**src/rtl/int_issue_queue_pkg.sv**
```systemverilog
// Shared types for the integer issue queue: renamed instruction, CDB packet and queue entry.
package int_issue_queue_pkg;

    localparam int IQ_DEPTH = 8;
    localparam int TAG_W    = 6;

    typedef enum logic [3:0] {
        OP_ADD  = 4'd0,
        OP_SUB  = 4'd1,
        OP_ADDI = 4'd2,
        OP_ADDC = 4'd3,
        OP_AND  = 4'd4,
        OP_OR   = 4'd5,
        OP_XOR  = 4'd6,
        OP_SHL  = 4'd7
    } Op_t;

    typedef struct packed {
        Op_t              op;
        logic [TAG_W-1:0] p_rd;
        logic [TAG_W-1:0] p_t;
        logic             use_imm;
        logic             read_t;
        logic             write_t;
        logic [15:0]      imm;
    } Inst_t;

    typedef struct packed {
        logic             en;
        logic [TAG_W-1:0] tag;
        logic [31:0]      data;
        logic             t_en;
        logic [TAG_W-1:0] t_tag;
        logic             t_val;
        logic             exc;
    } Cdb_pkt_t;

    typedef struct packed {
        Inst_t            inst;
        logic [TAG_W-1:0] tag_a;
        logic [TAG_W-1:0] tag_b;
        logic [TAG_W-1:0] tag_t;
        logic             rdy_a;
        logic             rdy_b;
        logic             rdy_t;
        logic             valid;
    } Iq_entry_t;

    function automatic logic entry_ready(input Iq_entry_t e);
        return e.valid & e.rdy_a & e.rdy_b & e.rdy_t;
    endfunction

endpackage

```
**src/rtl/iq_wakeup.sv**
```systemverilog
// CDB snoop for one queue slot: turns current ready bits plus a broadcast into next ready bits.
module iq_wakeup
    import int_issue_queue_pkg::*;
(
    input  logic [TAG_W-1:0] tag_a,
    input  logic [TAG_W-1:0] tag_b,
    input  logic [TAG_W-1:0] tag_t,
    input  logic             rdy_a,
    input  logic             rdy_b,
    input  logic             rdy_t,
    input  Cdb_pkt_t         cdb_pkt,
    output logic             nxt_rdy_a,
    output logic             nxt_rdy_b,
    output logic             nxt_rdy_t
);

    // Exceptions still produce a valid tag, so exc never blocks a wakeup.
    logic unused_cdb;
    assign unused_cdb = ^{cdb_pkt.data, cdb_pkt.t_val, cdb_pkt.exc};

    assign nxt_rdy_a = rdy_a | (cdb_pkt.en   && (tag_a == cdb_pkt.tag));
    assign nxt_rdy_b = rdy_b | (cdb_pkt.en   && (tag_b == cdb_pkt.tag));
    assign nxt_rdy_t = rdy_t | (cdb_pkt.t_en && (tag_t == cdb_pkt.t_tag));

endmodule

```
**src/rtl/int_issue_queue.sv**
```systemverilog
// Integer reservation station: compacting age-ordered queue, oldest-ready select, CDB wakeup.
module int_issue_queue
    import int_issue_queue_pkg::*;
#(
    parameter int DEPTH = IQ_DEPTH,
    parameter int TAG_W = int_issue_queue_pkg::TAG_W
) (
    input  logic                       clk,
    input  logic                       rst,
    input  logic                       recovery_en,
    input  logic                       disp_valid,
    input  Inst_t                      disp_inst,
    input  logic [TAG_W-1:0]           disp_tag_a,
    input  logic [TAG_W-1:0]           disp_tag_b,
    input  logic [TAG_W-1:0]           disp_tag_t,
    input  logic                       disp_rdy_a,
    input  logic                       disp_rdy_b,
    input  logic                       disp_rdy_t,
    output logic                       disp_ready,
    input  Cdb_pkt_t                   cdb_pkt,
    output logic                       issue_en,
    output Inst_t                      issue_inst,
    output logic [TAG_W-1:0]           issue_tag_a,
    output logic [TAG_W-1:0]           issue_tag_b,
    output logic [TAG_W-1:0]           issue_tag_t,
    output logic [$clog2(DEPTH+1)-1:0] count
);

    localparam int CNT_W = $clog2(DEPTH + 1);
    localparam int IDX_W = $clog2(DEPTH);

    Iq_entry_t        entries     [DEPTH];
    Iq_entry_t        nxt_entries [DEPTH];
    Iq_entry_t        shift_src   [DEPTH+1];
    Iq_entry_t        disp_entry;

    logic [DEPTH-1:0] wake_a, wake_b, wake_t;
    logic             disp_wake_a, disp_wake_b, disp_wake_t;

    logic             sel_found;
    logic [IDX_W-1:0] sel_idx;
    Inst_t            sel_inst;
    logic [TAG_W-1:0] sel_tag_a, sel_tag_b, sel_tag_t;

    logic             do_disp;
    logic [CNT_W-1:0] wr_idx;

    for (genvar g = 0; g < DEPTH; g++) begin : g_wake
        iq_wakeup u_wake (
            .tag_a     (entries[g].tag_a),
            .tag_b     (entries[g].tag_b),
            .tag_t     (entries[g].tag_t),
            .rdy_a     (entries[g].rdy_a),
            .rdy_b     (entries[g].rdy_b),
            .rdy_t     (entries[g].rdy_t),
            .cdb_pkt   (cdb_pkt),
            .nxt_rdy_a (wake_a[g]),
            .nxt_rdy_b (wake_b[g]),
            .nxt_rdy_t (wake_t[g])
        );
    end

    // Immediate operands and instructions that never read T count as ready at capture.
    iq_wakeup u_disp_wake (
        .tag_a     (disp_tag_a),
        .tag_b     (disp_tag_b),
        .tag_t     (disp_tag_t),
        .rdy_a     (disp_rdy_a),
        .rdy_b     (disp_rdy_b | disp_inst.use_imm),
        .rdy_t     (disp_rdy_t | ~disp_inst.read_t),
        .cdb_pkt   (cdb_pkt),
        .nxt_rdy_a (disp_wake_a),
        .nxt_rdy_b (disp_wake_b),
        .nxt_rdy_t (disp_wake_t)
    );

    always_comb begin
        sel_found = 1'b0;
        sel_idx   = '0;
        sel_inst  = '0;
        sel_tag_a = '0;
        sel_tag_b = '0;
        sel_tag_t = '0;
        for (int i = 0; i < DEPTH; i++) begin
            if (!sel_found && entry_ready(entries[i])) begin
                sel_found = 1'b1;
                sel_idx   = IDX_W'(i);
                sel_inst  = entries[i].inst;
                sel_tag_a = entries[i].tag_a;
                sel_tag_b = entries[i].tag_b;
                sel_tag_t = entries[i].tag_t;
            end
        end
    end

    assign issue_en    = sel_found & ~recovery_en & ~rst;
    assign issue_inst  = issue_en ? sel_inst  : '0;
    assign issue_tag_a = issue_en ? sel_tag_a : '0;
    assign issue_tag_b = issue_en ? sel_tag_b : '0;
    assign issue_tag_t = issue_en ? sel_tag_t : '0;

    // Slots freed by this cycle's issue are not offered to dispatch until next cycle.
    assign disp_ready = (count < CNT_W'(DEPTH));
    assign do_disp    = disp_valid & disp_ready;
    assign wr_idx     = count - CNT_W'(issue_en);

    always_comb begin
        disp_entry       = '0;
        disp_entry.inst  = disp_inst;
        disp_entry.tag_a = disp_tag_a;
        disp_entry.tag_b = disp_tag_b;
        disp_entry.tag_t = disp_tag_t;
        disp_entry.rdy_a = disp_wake_a;
        disp_entry.rdy_b = disp_wake_b;
        disp_entry.rdy_t = disp_wake_t;
        disp_entry.valid = 1'b1;
    end

    // Entries above the issued slot slide down one place, carrying this cycle's wakeup.
    always_comb begin
        for (int i = 0; i < DEPTH; i++) begin
            shift_src[i]       = entries[i];
            shift_src[i].rdy_a = wake_a[i];
            shift_src[i].rdy_b = wake_b[i];
            shift_src[i].rdy_t = wake_t[i];
        end
        shift_src[DEPTH] = '0;

        for (int i = 0; i < DEPTH; i++) begin
            nxt_entries[i] = shift_src[i];
            if (issue_en && (IDX_W'(i) >= sel_idx)) begin
                nxt_entries[i] = shift_src[i+1];
            end
            if (do_disp && (CNT_W'(i) == wr_idx)) begin
                nxt_entries[i] = disp_entry;
            end
        end
    end

    always_ff @(posedge clk) begin
        if (rst || recovery_en) begin
            entries <= '{default: '0};
            count   <= '0;
        end else begin
            entries <= nxt_entries;
            count   <= count + CNT_W'(do_disp) - CNT_W'(issue_en);
        end
    end

endmodule

```
**config.mk**
```make
export PLATFORM = sky130hd
export DESIGN_NAME = int_issue_queue
export DESIGN_NICKNAME = d
export VERILOG_FILES = /design/src/rtl/int_issue_queue_pkg.sv /design/src/rtl/iq_wakeup.sv /design/src/rtl/int_issue_queue.sv
export SDC_FILE = /design/constraint.sdc
export NUM_CORES = 2
export LEC_CHECK = 0
export ABC_AREA = 1
export BUFFER_PORTS_ARGS = -buffer_cell sky130_fd_sc_hd__buf_2
export CORE_ASPECT_RATIO = 0.8
export CORE_MARGIN = 4
export CORE_UTILIZATION = 45
export DETAILED_ROUTE_END_ITERATION = 7
export PLACE_DENSITY = 0.63
export SYNTH_ARGS = -nofsm -noshare
export SYNTH_HDL_FRONTEND = slang
export SYNTH_SLANG_ARGS = --single-unit
```
**constraint.sdc**
```tcl
create_clock -name clk -period 3.9 [get_ports clk]
set_input_delay 0.195 -clock clk [delete_from_list [all_inputs] [get_ports clk]]
set_output_delay 0.195 -clock clk [all_outputs]
set_load 0.1 [all_outputs]
```
==> impl_metrics.py <==
metrics = {
    "final_layout": {
        "n_antenna_cell": 0,
        "drive_gt1_frac": 0.0813,
        "instances_no_fill": 5084,
        "area_delta_synth_final_pct": 15.5,
        "nets": 4396,
    },
    "clock_tree": {
        "cts_made_buffers": 50,
        "cts_setup_buffers": 0,
        "clock-root-buffer": "clkbuf_16",
        "htreeDepth": 2,
        "clock_latency_ns": 0.61,
        "path_clk_slew_ns": 0.06,
        "clock_path_buffers": 3,
        "cts_tree": "built",
        "clock_sinks": 460,
    },
    "synthesis": {
        "synth_top_area_frac": 0.347,
        "yosysWarnings": 0,
        "synthTopCellsByCount": "nand2_1, nor2_1, a21oi_1",
        "synth_cell_types": 50,
        "synth_nets": 4392,
        "synth.most_common_cell": "nand2_1",
        "synthTopCellsByArea": "dfxtp_1, nand2_1, a21oi_1, nor2_1, inv_1",
        "yosys.area.top_type": "dfxtp_1",
        "synth_top_flop_cell": "dfxtp_1",
        "ys_async_sr_fraction": 0,
        "synth_edf_count": 0,
        "synth.ff_latch_count": 460,
        "ys_seq_area_frac": 0.347,
        "synth_area_sq_mm": 0.0266,
        "syn_area_per_cell_sq_um": 6.22,
        "synth_cells": 4275,
    },
    "global_route": {
        "grt_overflow": 0,
        "grt_usage": 0.308,
        "grt_max_degree": 128,
        "grt_antenna_before_repair": 0,
        "grt_pass1_wl_mm": 154,
        "grt_pass1_vias": 26000,
    },
    "outcome": {
        "status": "finished clean",
    },
    "drt": {
        "vias": 28800,
        "drt_iter0_drc": 3238,
        "via_per_inst": 5.66,
        "dr.pass1.iters": 6,
        "postRouteAntennaNets": 0,
        "wl_per_cell_um": 19.8,
        "routed_wl_mm": 101,
        "drcViolationCount": 0,
    },
    "power": {
        "leakage_nw": 12.1,
        "finalPower_mw": 10.3,
        "vdd_drop_max_mv": 0.279,
        "power_density_mw_per_mm2": 337,
    },
    "timing": {
        "final.period_utilization": 0.977,
        "setup_viol_count_final": 0,
        "slew_headroom": 0.340,
        "clock_skew_ns": 0.0150,
        "grt_setup_unrepaired": "true",
        "hold_viol": 0,
        "max_freq_ghz": 0.263,
        "period_needed_ns": 3.81,
        "slew_viol_final": 0,
        "worstMarginPinSlew_ns": 0.977,
    },
    "setup_path": {
        "cp_max_fo": 35,
        "max_stage_delay_ns": 0.57,
        "r2r_cells": 16,
        "slowest_stage": "buf_4",
        "cp_common_cell": "buf_4",
        "critPathTopFamily": "buffers and inverters",
        "cp_num_buf_inv": 5,
        "crit_required_ns": 3.70,
        "rr_endpoint": "entries[260]",
        "endpoint_kind": "primary output",
        "critPathArrivalTime_ns": 3.61,
        "r2r_start": "entries[402]",
        "crit_type": "reg2out",
        "cp-start-kind": "flip-flop",
        "path_cells": "nand4_1 > buf_4 > inv_1 > nand2_4 > inv_2 > buf_4 > a21oi_1 > o211ai_1 > o21ai_0 > a31oi_1 > buf_12",
        "ff2ff_setup_slack_ns": 0.21,
    },
    "placement": {
        "place_congestion": 0.919,
        "placed_cells": 4941,
        "numPortBuffers": 132,
        "dp_hpwl_mm": 60.8,
    },
    "min_path": {
        "worstHoldStart": "cdb_pkt[8]",
        "hold_class": "in2reg",
        "whs_endpoint": "entries[400]",
        "min_path_cells": 5,
    },
    "floorplanning": {
        "start_util": 0.456,
        "die_w_um": 280,
        "design.core.area_sq_mm": 0.0583,
        "row_count": 79,
        "fp.dieArea_sq_mm": 0.0630,
        "ios": 167,
        "chipHeight_um": 225,
    },
    "job": {
        "cap_viol_max_count": 0,
    },
}
==> cell families (layout without fill, tap and decap cells) <==
logic type	after synthesis	after routing	share of synthesized area
fa+ha+maj	9	9	0.00452
flops	460	460	0.347
xor+xnor	43	43	0.0142
compound gates	1008	1008	0.216
buf+inv	765	804	0.116
simple gates	1990	1991	0.302
==> layout by cell type (no fill, tap or decap), types with 17 or more instances in the layout <==
master	instances
o21ai_0	207
buf_4	49
clkbuf_16	53
a22oi_1	17
a31oi_1	74
o211ai_1	36
nand3_1	242
dfxtp_1	460
a21oi_1	511
xor2_1	23
inv_1	439
nor2_1	593
buf_12	68
nand2_1	1072
buf_2	84
o22ai_1	49
o221ai_1	46
xnor2_1	20
dlygate4sd3_1	54
==> worst register-to-register path, delay by kind of cell (launching register included) <==
family / cells / cell delay [ns]
adders and majority gates: 2 / 0.52
buffers and inverters: 3 / 0.75
AOI/OAI and AO/OA: 1 / 0.17
and+or+nand+nor: 10 / 1.86
DFF: 1 / 0.30
==> sequential cells by signal, indices dropped and copies added, names as in the netlist <==
| register | cells |
|---|---|
| count | 4 |
| entries | 456 |
==> worst max path at each step <==
stage	start	end	slack [ns]	cells past startpoint
detailed placement	entries[342]	entries[260]	0.09	19
global placement	entries[342]	entries[363]	0.14	18
global route	entries[344]	entries[54]	-0.03	17
finish	entries[288]	issue_inst[8]	0.09	11
floorplan	entries[0]	issue_tag_t[2]	0.20	9
CTS	entries[402]	entries[375]	0.03	18
==> where the power goes <==
part           switching (mW)  internal [mW]
clock network            2.08           2.78
registers              0.0249           4.73
logic                   0.519          0.212
total                    2.62           7.72
==> through the flow <==
stage,hold WS [ns],TNS (ns),cell area [sq um],utilization,setup WS (ns)
floorplan,0.343,0,26600,-,0.197
global placement,0.463,0,28500,0.488,0.136
detailed placement,0.469,0,28500,0.488,0.0948
CTS,0.130,0,30600,0.526,0.0250
global route,0.223,-0.113,30700,0.526,-0.0334
finish,0.160,0,30700,0.526,0.0906
==> metal layers <==
metal,GRT usage,routed length (um)
met2,0.471,42800
met4,0.109,3960
met1,0.435,44600
met3,0.0570,9550
met5,0,0
==> layout make-up <==
type / count / area [sq um]
timing repair buffer: 257 / 2730
clock buffer: 79 / 1550
sequential: 460 / 9210
multi-input combinational: 3051 / 14400
inverter: 459 / 1740
fill: 5958 / 27600
clock inverter: 9 / 72.6
tap: 769 / 962
==> timing repair <==
| action | in CTS | in global routing |
|---|---|---|
| resized for setup | 0 | 9 |
| hold endpoints to repair | 152 | 0 |
| endpoints found under the setup margin | 0 | 264 |
| hold buffers | 54 | 0 |
Power figures use the tool's default switching activity.
